## src/rtl/pg_seq_ctrl.sv

```systemverilog
// Power-gating sequencer: walks a power domain through isolate/clear/switch-off
// and switch-on/release/de-isolate, with per-step delays and a switch-ack timeout.
module pg_seq_ctrl #(
  parameter int DLY_W = 4,
  parameter int TO_W  = 8
) (
  input  logic             nvdla_core_clk,
  input  logic             nvdla_core_rst,
  input  logic             pg_off_req,
  input  logic [DLY_W-1:0] cfg_dly,
  input  logic [TO_W-1:0]  cfg_to,
  input  logic             psw_ack,
  input  logic             err_clr,
  output logic             iso_en,
  output logic             dom_cdn,
  output logic             psw_en,
  output logic [2:0]       pg_state,
  output logic             pg_done,
  output logic             pg_err
);

  typedef enum logic [2:0] {
    ST_ON    = 3'd0,
    ST_ISO   = 3'd1,
    ST_CLR   = 3'd2,
    ST_PDN   = 3'd3,
    ST_OFF   = 3'd4,
    ST_PUP   = 3'd5,
    ST_REL   = 3'd6,
    ST_DEISO = 3'd7
  } state_t;

  localparam logic [DLY_W-1:0] STEP_ONE = DLY_W'(1);
  localparam logic [TO_W-1:0]  TO_ONE   = TO_W'(1);

  state_t           state_reg, state_next;
  logic [DLY_W-1:0] step_reg, step_next;
  logic [TO_W-1:0]  to_reg, to_next;
  logic             err_set;
  logic             done_next;
  logic [2:0]       out_next;

  always_comb begin
    state_next = state_reg;
    step_next  = step_reg;
    to_next    = to_reg;
    err_set    = 1'b0;
    case (state_reg)
      ST_ON: if (pg_off_req) begin
        state_next = ST_ISO;
        step_next  = cfg_dly;
      end
      ST_ISO: if (step_reg == '0) begin
        state_next = ST_CLR;
        step_next  = cfg_dly;
      end else step_next = step_reg - STEP_ONE;
      ST_CLR: if (step_reg == '0) begin
        state_next = ST_PDN;
        to_next    = cfg_to;
      end else step_next = step_reg - STEP_ONE;
      // A missing ack never stalls the sequence: on timeout we flag and move on.
      ST_PDN: if (!psw_ack) begin
        state_next = ST_OFF;
      end else if (to_reg == '0) begin
        state_next = ST_OFF;
        err_set    = 1'b1;
      end else to_next = to_reg - TO_ONE;
      ST_OFF: if (!pg_off_req) begin
        state_next = ST_PUP;
        to_next    = cfg_to;
      end
      ST_PUP: if (psw_ack || to_reg == '0) begin
        state_next = ST_REL;
        step_next  = cfg_dly;
        err_set    = !psw_ack;
      end else to_next = to_reg - TO_ONE;
      ST_REL: if (step_reg == '0) state_next = ST_DEISO;
              else step_next = step_reg - STEP_ONE;
      ST_DEISO: state_next = ST_ON;
      default:  state_next = ST_OFF;
    endcase

    done_next = (state_reg == ST_PDN   && state_next == ST_OFF) ||
                (state_reg == ST_DEISO && state_next == ST_ON);

    // {iso_en, dom_cdn, psw_en} for the state being entered
    case (state_next)
      ST_ON:    out_next = 3'b011;
      ST_ISO:   out_next = 3'b111;
      ST_CLR:   out_next = 3'b101;
      ST_PDN:   out_next = 3'b100;
      ST_OFF:   out_next = 3'b100;
      ST_PUP:   out_next = 3'b101;
      ST_REL:   out_next = 3'b111;
      ST_DEISO: out_next = 3'b011;
      default:  out_next = 3'b100;
    endcase
  end

  always_ff @(posedge nvdla_core_clk) begin
    if (nvdla_core_rst) begin
      state_reg <= ST_OFF;
      step_reg  <= '0;
      to_reg    <= '0;
      iso_en    <= 1'b1;
      dom_cdn   <= 1'b0;
      psw_en    <= 1'b0;
      pg_done   <= 1'b0;
      pg_err    <= 1'b0;
    end else begin
      state_reg                  <= state_next;
      step_reg                   <= step_next;
      to_reg                     <= to_next;
      {iso_en, dom_cdn, psw_en}  <= out_next;
      pg_done                    <= done_next;
      if (err_set)      pg_err <= 1'b1;
      else if (err_clr) pg_err <= 1'b0;
    end
  end

  assign pg_state = state_reg;

endmodule

```

## config.mk

```make
export PLATFORM = sky130hd
export DESIGN_NAME = pg_seq_ctrl
export DESIGN_NICKNAME = d
export VERILOG_FILES = /design/src/rtl/pg_seq_ctrl.sv
export SDC_FILE = /design/constraint.sdc
export NUM_CORES = 1
export LEC_CHECK = 0
export CORE_MARGIN = 4
export CORE_UTILIZATION = 55
export DETAILED_ROUTE_END_ITERATION = 10
export DONT_BUFFER_PORTS = 1
export PLACE_DENSITY = 0.7
export SYNTH_ARGS = -nofsm -noshare
export SYNTH_HDL_FRONTEND = slang
export SYNTH_SLANG_ARGS = --single-unit
```

## constraint.sdc

```tcl
create_clock -name nvdla_core_clk -period 4.7 [get_ports nvdla_core_clk]
set_input_delay 0.705 -clock nvdla_core_clk [delete_from_list [all_inputs] [get_ports nvdla_core_clk]]
set_output_delay 0.705 -clock nvdla_core_clk [all_outputs]
set_load 0.02 [all_outputs]
```

# Word-level counts from Yosys, hierarchy flattened
# Memory sizes are Yosys's and may differ from the RTL's. A register that Yosys moved wholly into a read port is not among the register bits.
# Index checks and enable logic that the tools add are counted.
# op_classes
addsub	2
multipliers	0
div	0
order_cmp	0
n_eq_ne	16
n_shift	0
muxes	26
bitwise	0
n_reduce_logical	15
# op_table
operator	count
$mux W8	5
$pmux W8 S4	1
$mux W3	8
$pmux W3 S8	1
$mux W4	4
$ne A2 B2 Y1 const B	8
$pmux W4 S4	1
$eq A3 B3 Y1 const B	5
$logic_not A8 Y1	1
$reduce_bool A4 Y1	2
$sub A8 B1 Y8 const B	1
$eq A3 B2 Y1 const B	2
$logic_not A3 Y1	2
$reduce_and A6 Y1	1
$mux W1	5
$logic_not A4 Y1	1
$reduce_and A4 Y1	1
$sub A4 B1 Y4 const B	1
$eq A3 B1 Y1 const B	1
$logic_and A1 B1 Y1	2
$logic_or A1 B1 Y1	2
$pmux W1 S2	1
$reduce_bool A2 Y1	1
$reduce_or A2 Y1	1
$logic_not A1 Y1	1
# totals
register_bits	17
latch_bits	0
ramBits	0
rom_bits	24
inputBits	17
output_inout_bits	8
word_cells	65
n_memories	1
# memory_table
name	words	width	rd	rd_clocked_by_memory_dff	write_ports	line_no	rtl
(no name shown)	8	3	1	1	0	87	case (state_next)

# Logic depth before layout (Yosys ltp)
# Gate-level depths: netlist of run 1.
# depth
word_depth	7
depth_mapped	8
ltp_nobuf	7

# Least setup slack after synthesis of run 1
# No wires, ideal clock.
# synth_path
path_type	input to register
startpoint	input port psw_ack
endpoint	register psw_en
setup_ps	117
arrival_time_ps	1853
required_time_ps	4583
slack_ps	2731
stages	5
path_buffers	0
path_cell_list	and3b_1 > o21a_1 > a2111oi_2 > nand2_1 > a22o_1
# synth_via
elab_chain_cells	3
word_cells_on_any_way	4
classes_between	mux: 3; reduce/logical: 1
# synth_rtl
element	line_no	rtl
start, declared	12	input logic psw_ack,
$logic_or A1 B1 Y1	72	ST_PUP: if (psw_ack || to_reg == '0) begin
$mux W3	72	
$pmux W3 S8 (*)	48	case (state_reg)
end, declared	16	output logic psw_en,
# Every way passes the cells marked *; elsewhere a longest branch is shown, timed or not.
# A chain may end at the register's enable or synchronous reset.

# Worst setup path in the final report of run 1
# layout_path
startpoint	register to_reg[0]
endpoint	register to_reg[3]
# layout_via
elab_chain_cells	4
word_cells_on_any_way	10
classes_between	add/sub: 1; eq/ne: 2; mux: 4; reduce/logical: 3
# layout_rtl
element	line_no	rtl
start, declared	38	logic [TO_W-1:0] to_reg, to_next;
start signal, assigned	113	to_reg <= to_next;
$sub A8 B1 Y8 / $logic_not A8 Y1 (equally long branches)	-	
$mux W8 / $logic_or A1 B1 Y1 (equally long branches)	64, 72	
$mux W8 / $ne A2 B2 Y1 (equally long branches)	-	
$pmux W8 S4 / $reduce_and A6 Y1 (equally long branches)	-	
# Parallel ways exist; a longest one is shown, timed or not. The select of a mux whose other input is x is not followed.

==> metrics.txt, run 1 <==
# TYPE chip_impl_metric gauge
chip_impl_info{name="outcome",value="finished, final reports clean"} 1
chip_impl_metric{name="fin_worst_skew",unit="ps"} 4.328
chip_impl_metric{name="setup_buffers_after_cts",unit=""} 0
chip_impl_metric{name="grt_first_pass_wirelength",unit="um"} 5292
chip_impl_metric{name="yosys_register_bits",unit=""} 20
chip_impl_metric{name="fmax",unit="MHz"} 454.8
chip_impl_metric{name="place.detailed.hpwl",unit="um"} 2220
chip_impl_metric{name="required",unit="ps"} 4870
chip_impl_metric{name="cell_rows",unit=""} 18
chip_impl_metric{name="period_share",unit=""} 0.4678
chip_impl_metric{name="routed_vias",unit=""} 1206
chip_impl_metric{name="number_of_global_route_vias_before_repair",unit=""} 1158
chip_impl_metric{name="clk_pin_slew",unit="ps"} 110
chip_impl_metric{name="netlist_instances",unit=""} 161
chip_impl_metric{name="final.fill_count",unit=""} 243
chip_impl_metric{name="postSynthNetCount",unit=""} 181
chip_impl_metric{name="antenna_found_initial",unit=""} 0
chip_impl_metric{name="cts.sink_count",unit=""} 20
chip_impl_metric{name="initial_utilization",unit=""} 0.5722
chip_impl_info{name="worstSetupEndpointType",value="flip-flop"} 1
chip_impl_metric{name="drtAntennaViolNets",unit=""} 0
chip_impl_metric{name="holdBufCountCts",unit=""} 0
chip_impl_metric{name="grt.total_usage",unit=""} 0.1989
chip_impl_metric{name="die-height",unit="um"} 58.77
chip_impl_metric{name="global_route_overflow",unit=""} 0
chip_impl_metric{name="leakage",unit="uW"} 0.0004922
chip_impl_metric{name="setup_viol",unit=""} 0
chip_impl_metric{name="tritoncts.num_buffers",unit=""} 3
chip_impl_metric{name="cts_resized",unit=""} 0
chip_impl_metric{name="max_slew.worst_pin.slew",unit="ps"} 601.5
chip_impl_metric{name="post_dp_cell_area",unit="um^2"} 1343
chip_impl_metric{name="diodes",unit=""} 0
chip_impl_info{name="cts.root.buffer_cell",value="sky130_fd_sc_hd__clkbuf_4"} 1
chip_impl_metric{name="setup_total_negative_slack",unit="ps"} 0
chip_impl_metric{name="first_pass_iters",unit=""} 4
chip_impl_metric{name="worst-endpoint-arrival",unit="ps"} 2370
chip_impl_metric{name="post_syn_area_per_cell",unit="um^2"} 8.805
chip_impl_metric{name="drt_wl_total",unit="um"} 3038
chip_impl_metric{name="post-route-min-period",unit="ps"} 2199
chip_impl_metric{name="area_growth",unit="%"} -3.707
chip_impl_info{name="unrepaired_setup_endpoints_after_global_routing",value="no"} 1
chip_impl_info{name="min-delay-path-class",value="primary input to flip-flop"} 1
chip_impl_metric{name="design.portCount",unit=""} 25
chip_impl_metric{name="dieArea",unit="um^2"} 3454
chip_impl_metric{name="ir_worst_vdd",unit="mV"} 0.3124
chip_impl_metric{name="drv_slew",unit=""} 0
chip_impl_info{name="critical_path.startpoint_type",value="flip-flop"} 1
chip_impl_metric{name="vias_per_cell",unit=""} 6.554
chip_impl_metric{name="place.port_buffers",unit=""} 0
chip_impl_metric{name="drt_iter0_drc",unit=""} 28
chip_impl_metric{name="die_x",unit="um"} 58.77
chip_impl_metric{name="clk_path_buf_depth",unit=""} 2
chip_impl_info{name="tritoncts",value="yes"} 1
chip_impl_metric{name="clock_latency",unit="ps"} 300
chip_impl_metric{name="floorplan.core_area",unit="um^2"} 2477
chip_impl_metric{name="reg2reg_setup_slack",unit="ps"} 2500
chip_impl_metric{name="relative_slew_margins",unit=""} 0.5985
chip_impl_metric{name="hold_viol_final",unit=""} 0
chip_impl_metric{name="synth_cell_type_count",unit=""} 54
chip_impl_metric{name="drc_errors",unit=""} 0
chip_impl_metric{name="cts_max_level",unit=""} 1
chip_impl_metric{name="cap_viol_max_count",unit=""} 0
chip_impl_metric{name="gp_congestion",unit=""} 0.8297
chip_impl_metric{name="synth.yosys.warnings",unit=""} 0
chip_impl_metric{name="syn-cell-area",unit="um^2"} 1418
chip_impl_metric{name="power_density",unit="nW/um^2"} 555.9
chip_impl_metric{name="largest_driver_fanout_on_the_critical_path",unit=""} 9
chip_impl_metric{name="wire_per_inst",unit="um"} 16.51
chip_impl_metric{name="layout-drive-gt1-share",unit=""} 0.1169
chip_impl_metric{name="pin_count_of_the_biggest_net_entering_global_routing",unit=""} 18
chip_impl_metric{name="finalInstanceArea",unit="um^2"} 1365
chip_impl_metric{name="register_area",unit="um^2"} 400.4
chip_impl_info{name="critPathKind",value="flip-flop to flip-flop"} 1
chip_impl_metric{name="layout.nets",unit=""} 176
chip_impl_metric{name="multiInputGateArea",unit="um^2"} 870.8
chip_impl_metric{name="number_of_flip_flops_in_the_largest_register",unit=""} 8
chip_impl_metric{name="share_of_synthesized_area_occupied_by_flip_flops_and_latches",unit=""} 0.2824
==> critical path, stage by stage (launching register included) <==
cell and delay, ps:
sky130_fd_sc_hd__dfxtp_1 370, sky130_fd_sc_hd__inv_1 110, sky130_fd_sc_hd__ha_1 240, sky130_fd_sc_hd__or3b_2 520
sky130_fd_sc_hd__o21ai_4 190, sky130_fd_sc_hd__o2bb2ai_4 180, sky130_fd_sc_hd__or2_1 340, sky130_fd_sc_hd__o21ai_0 130
==> power breakdown <==
part	leakage (uW)	total (uW)	internal [uW]	switching [uW]
registers	0.000164	292	215	77.4
logic	0.000314	386	163	223
clock network	0.0000138	80.4	29.9	50.5
total	0.000492	759	408	351
==> cell usage in the layout, fill, tap and decap left out, types with 2 or more instances in the layout <==
| master | n |
|---|---|
| sky130_fd_sc_hd__nor3b_1 | 2 |
| sky130_fd_sc_hd__nand2_1 | 10 |
| sky130_fd_sc_hd__nand2b_1 | 2 |
| sky130_fd_sc_hd__clkbuf_4 | 3 |
| sky130_fd_sc_hd__or4_4 | 2 |
| sky130_fd_sc_hd__o21ai_0 | 8 |
| sky130_fd_sc_hd__mux2i_1 | 3 |
| sky130_fd_sc_hd__nand3_1 | 2 |
| sky130_fd_sc_hd__nor2b_1 | 2 |
| sky130_fd_sc_hd__nor4_1 | 3 |
| sky130_fd_sc_hd__a21o_1 | 2 |
| sky130_fd_sc_hd__and3b_1 | 2 |
| sky130_fd_sc_hd__o21a_1 | 2 |
| sky130_fd_sc_hd__o31ai_1 | 3 |
| sky130_fd_sc_hd__xor2_1 | 2 |
| sky130_fd_sc_hd__a21oi_1 | 9 |
| sky130_fd_sc_hd__dfxtp_1 | 20 |
| sky130_fd_sc_hd__and2_1 | 3 |
| sky130_fd_sc_hd__o211ai_1 | 3 |
| sky130_fd_sc_hd__a211oi_1 | 8 |
| sky130_fd_sc_hd__o311ai_0 | 4 |
| sky130_fd_sc_hd__ha_1 | 3 |
| sky130_fd_sc_hd__inv_1 | 9 |
| sky130_fd_sc_hd__nor2_1 | 14 |
| sky130_fd_sc_hd__o32ai_1 | 2 |
| sky130_fd_sc_hd__nor3_1 | 7 |
==> area by class of cell <==
| class | count | share of cell area |
|---|---|---|
| Clock buffer | 3 | 0.01650 |
| Tap cell | 30 | 0.02750 |
| Sequential cell | 20 | 0.2933 |
| Multi-Input combinational cell | 122 | 0.6379 |
| Inverter | 9 | 0.02475 |
==> path summary, 6_finish.rpt <==
check,from,to,depth (start not counted)
worst min register to register,step_reg[3],step_reg[3],2
worst max register to register,to_reg[0],to_reg[3],7
worst min-delay path,nvdla_core_rst,pg_state[0],1
worst max-delay path,to_reg[0],to_reg[3],7
==> per-layer routing <==
layer  GRT usage  part of all wire
met5           0                 0
met3     0.03728             0.057
met1      0.2617              0.46
met4     0.09385             0.017
met2      0.3123              0.46
==> per-stage QoR <==
step | total power, uW | setup slack [ps] | hold slack (ps) | cells | utilization
6_report | 758.9 | 2501 | 461.5 | 184 | 0.5510
5_1_grt | 819.9 | 2323 | 439.3 | 184 | 0.5510
4_1_cts | 759.1 | 2513 | 452.1 | 184 | 0.5510
3_5_place_dp | 677.3 | 2534 | 493.9 | 181 | 0.5419
3_3_place_gp | 667.6 | 2564 | 484.6 | 181 | 0.5419
2_1_floorplan | 640.0 | 2731 | 478.4 | 161 | -
==> Yosys cell counts (all sizes together) <==
cell     count  share of area
xor2         2          0.012
a2111oi      1          0.011
nor4bb       1         0.0071
a21oi        9          0.032
o2bb2ai      1          0.019
a31o         1         0.0062
a211o        1         0.0062
o311ai       4          0.025
a21bo        1         0.0071
inv          9          0.024
or3b         2          0.012
bufbuf       1          0.023
and3b        2          0.012
o21a         2          0.011
dfxtp       20           0.28
nor2b        2         0.0088
clkbuf       3          0.022
a311oi       1         0.0062
o21ai        9          0.040
a41oi        1         0.0062
and2         3          0.013
nand3        2         0.0071
nand2       10          0.026
o32ai        3          0.024
or4          3          0.022
o31ai        3          0.016
a211oi       9          0.051
nor2        14          0.037
buf          6          0.034
o31a         1         0.0062
nor3         8          0.032
o211ai       3          0.016
nor4         4          0.022
mux2i        3          0.021
ha           3          0.026
xnor2        1         0.0062
nand2b       2         0.0088
or2          3          0.013
mux2         1         0.0079
nor3b        3          0.019
a22o         1         0.0062
a21o         2          0.011
==> logic make-up (layout without fill, tap and decap cells) <==
family | after synthesis | count (layout) | synth area share
flip-flops | 20 | 20 | 0.2824
AO/OA/AOI/OAI | 53 | 53 | 0.2983
XOR/XNOR | 3 | 3 | 0.01854
multiplexers | 4 | 4 | 0.02913
adder cells (fa/ha/maj) | 3 | 3 | 0.02648
AND/OR/NAND/NOR | 59 | 59 | 0.2418
buffers and inverters | 19 | 12 | 0.1033
(Power assumes the default switching activity.)
==> run 2, diff against run 1 <==
==> constraint.sdc (replaced) <==
create_clock -name nvdla_core_clk -period 2.3 [get_ports nvdla_core_clk]
set_input_delay 0.345 -clock nvdla_core_clk [delete_from_list [all_inputs] [get_ports nvdla_core_clk]]
set_output_delay 0.345 -clock nvdla_core_clk [all_outputs]
set_load 0.02 [all_outputs]
==> metrics.txt, run 2 (synthesized netlist as in run 1, its figures left out) <==
# TYPE chip_impl_metric gauge
chip_impl_info{name="outcome",value="finished, final reports clean"} 1
chip_impl_metric{name="relative_slew_margins",unit=""} 0.6395
chip_impl_metric{name="cell_rows",unit=""} 18
chip_impl_metric{name="layout.nets",unit=""} 181
chip_impl_metric{name="cts.sink_count",unit=""} 20
chip_impl_metric{name="layout-drive-gt1-share",unit=""} 0.1625
chip_impl_metric{name="hold_viol_final",unit=""} 0
chip_impl_info{name="cts.root.buffer_cell",value="sky130_fd_sc_hd__clkbuf_4"} 1
chip_impl_metric{name="first_pass_iters",unit=""} 4
chip_impl_metric{name="die-height",unit="um"} 58.77
chip_impl_metric{name="largest_driver_fanout_on_the_critical_path",unit=""} 5
chip_impl_metric{name="post-route-min-period",unit="ps"} 2123
chip_impl_metric{name="postLayoutCoreUtil",unit=""} 0.5747
chip_impl_metric{name="max_slew.worst_pin.slew",unit="ps"} 539.7
chip_impl_metric{name="number_of_flip_flops_in_the_largest_register",unit=""} 8
chip_impl_info{name="cpMaxStageDelayCell",value="sky130_fd_sc_hd__a2111oi_2"} 1
chip_impl_info{name="critPathLaunch",value="step_reg[0]"} 1
chip_impl_info{name="timing.rr.start",value="step_reg[0]"} 1
chip_impl_metric{name="crit_path_max_incr_delay",unit="ps"} 550
chip_impl_info{name="worstSetupEndpointType",value="flip-flop"} 1
chip_impl_metric{name="register_area",unit="um^2"} 400.4
chip_impl_metric{name="cap_viol_max_count",unit=""} 0
chip_impl_info{name="hold_start",value="nvdla_core_rst"} 1
chip_impl_metric{name="worst-endpoint-arrival",unit="ps"} 2330
chip_impl_metric{name="period_share",unit=""} 0.9229
chip_impl_metric{name="leakage",unit="uW"} 0.0005271
chip_impl_metric{name="ir_worst_vdd",unit="mV"} 0.6340
chip_impl_metric{name="antenna_found_initial",unit=""} 0
chip_impl_metric{name="tritoncts.num_buffers",unit=""} 3
chip_impl_metric{name="hold_ws",unit="ps"} 93.50
chip_impl_metric{name="dieArea",unit="um^2"} 3454
chip_impl_metric{name="place.detailed.hpwl",unit="um"} 2360
chip_impl_metric{name="area_growth",unit="%"} 0.4416
chip_impl_info{name="min-delay-path-class",value="primary input to flip-flop"} 1
chip_impl_metric{name="power_density",unit="nW/um^2"} 1165
chip_impl_metric{name="fin_worst_skew",unit="ps"} 4.612
chip_impl_metric{name="routed_vias",unit=""} 1249
chip_impl_info{name="critical_path.startpoint_type",value="flip-flop"} 1
chip_impl_metric{name="die_x",unit="um"} 58.77
chip_impl_metric{name="global_route_overflow",unit=""} 0
chip_impl_metric{name="setup_buffers_after_cts",unit=""} 0
chip_impl_metric{name="pin_count_of_the_biggest_net_entering_global_routing",unit=""} 18
chip_impl_metric{name="vias_per_cell",unit=""} 6.574
chip_impl_metric{name="fmax",unit="MHz"} 471.1
chip_impl_info{name="tritoncts",value="yes"} 1
chip_impl_info{name="unrepaired_setup_endpoints_after_global_routing",value="no"} 1
chip_impl_metric{name="gp_congestion",unit=""} 0.8618
chip_impl_metric{name="setup_viol",unit=""} 0
chip_impl_metric{name="grt.total_usage",unit=""} 0.1967
chip_impl_metric{name="holdBufCountCts",unit=""} 0
chip_impl_info{name="path_cells",value="inv_1, ha_1, nor3b_2, buf_4, and3b_1, a2111oi_2, nand2_1, a22o_1"} 1
chip_impl_metric{name="required",unit="ps"} 2510
chip_impl_metric{name="drt_iter0_drc",unit=""} 76
chip_impl_metric{name="p_total",unit="uW"} 1659
chip_impl_metric{name="grt_first_pass_wirelength",unit="um"} 5368
chip_impl_metric{name="number_of_global_route_vias_before_repair",unit=""} 1213
chip_impl_metric{name="place.port_buffers",unit=""} 0
chip_impl_metric{name="floorplan.core_area",unit="um^2"} 2477
chip_impl_info{name="layout.cells.most_common_list",value="sky130_fd_sc_hd__dfxtp_1, sky130_fd_sc_hd__nor2_1, sky130_fd_sc_hd__nand2_1"} 1
chip_impl_metric{name="drv_slew",unit=""} 0
chip_impl_metric{name="wire_per_inst",unit="um"} 16.79
chip_impl_metric{name="diodes",unit=""} 0
chip_impl_metric{name="drc_errors",unit=""} 0
chip_impl_metric{name="setup_total_negative_slack",unit="ps"} 0
chip_impl_metric{name="cts_max_level",unit=""} 1
chip_impl_metric{name="initial_utilization",unit=""} 0.5722
chip_impl_metric{name="clock_latency",unit="ps"} 300
chip_impl_info{name="critPathKind",value="flip-flop to flip-flop"} 1
chip_impl_metric{name="final.fill_count",unit=""} 252
chip_impl_metric{name="design.portCount",unit=""} 25
chip_impl_metric{name="clk_path_buf_depth",unit=""} 2
chip_impl_metric{name="clk_pin_slew",unit="ps"} 120
chip_impl_metric{name="multiInputGateArea",unit="um^2"} 878.3
chip_impl_metric{name="drt_wl_total",unit="um"} 3191
chip_impl_metric{name="drtAntennaViolNets",unit=""} 0
chip_impl_info{name="layout_commonest_cell",value="sky130_fd_sc_hd__dfxtp_1"} 1
run 2: worst paths after layout:
kind / cells past startpoint / to / slack [ps]
worst max-delay path: 8 / psw_en / 180
worst min-delay path: 1 / step_reg[2] / 90
worst max register to register: 8 / psw_en / 180
worst min register to register: 2 / step_reg[3] / 520
run 2: what timing repair did:
item                       CTS  global route
resized for setup            0             2
setup endpoints to repair    0             1
hold endpoints to repair     0             0
run 2: power breakdown:
group	switching (uW)	total, uW	internal (uW)
logic	497	873	376
clock network	113	209	96.5
registers	137	576	439
run 2: stage by stage:
stage | std cells | setup slack, ps | instance area [um^2]
3_3_place_gp | 186 | 218.9 | 1380
3_5_place_dp | 186 | 132.3 | 1380
6_report | 190 | 177.3 | 1424
2_1_floorplan | 161 | 406.1 | 1418
5_1_grt | 190 | 59.51 | 1424
4_1_cts | 190 | 126.3 | 1416
run 2: area by class of cell:
class,instances,share of cell area
multi-input combinational,122,0.6169
clock buffer,4,0.02548
sequential,20,0.2812
tap,30,0.02636
timing repair buffer,5,0.02636
inverter,9,0.02373
run 2: worst max-delay path: cells and delay by family (launching register included):
kind            cells  cell delay (ps)
compound gates      2              790
simple gates        3              420
flops               1              380
buf+inv             2              250
fa+ha+maj           1              200
run 2: layer usage:
layer  vias up  GRT usage  part of all wire
li1        600          -                 -
met1       590     0.2608              0.44
met2        51     0.3297              0.49
met3         8    0.02412             0.056
met4         0    0.06472            0.0060
met5         -          0                 0
==> run 3, diff against run 2 <==
--- a/config.mk
+++ b/config.mk
@@ -5,11 +5,13 @@
 export SDC_FILE = /design/constraint.sdc
 export NUM_CORES = 1
 export LEC_CHECK = 0
+export ABC_AREA = 0
 export CORE_MARGIN = 4
 export CORE_UTILIZATION = 55
 export DETAILED_ROUTE_END_ITERATION = 10
 export DONT_BUFFER_PORTS = 1
 export PLACE_DENSITY = 0.7
+export SLEW_MARGIN = 15
 export SYNTH_ARGS = -nofsm -noshare
 export SYNTH_HDL_FRONTEND = slang
 export SYNTH_SLANG_ARGS = --single-unit
==> results of run 3 <==
No change in the layout: final DEF, timing and power equal those of run 2.
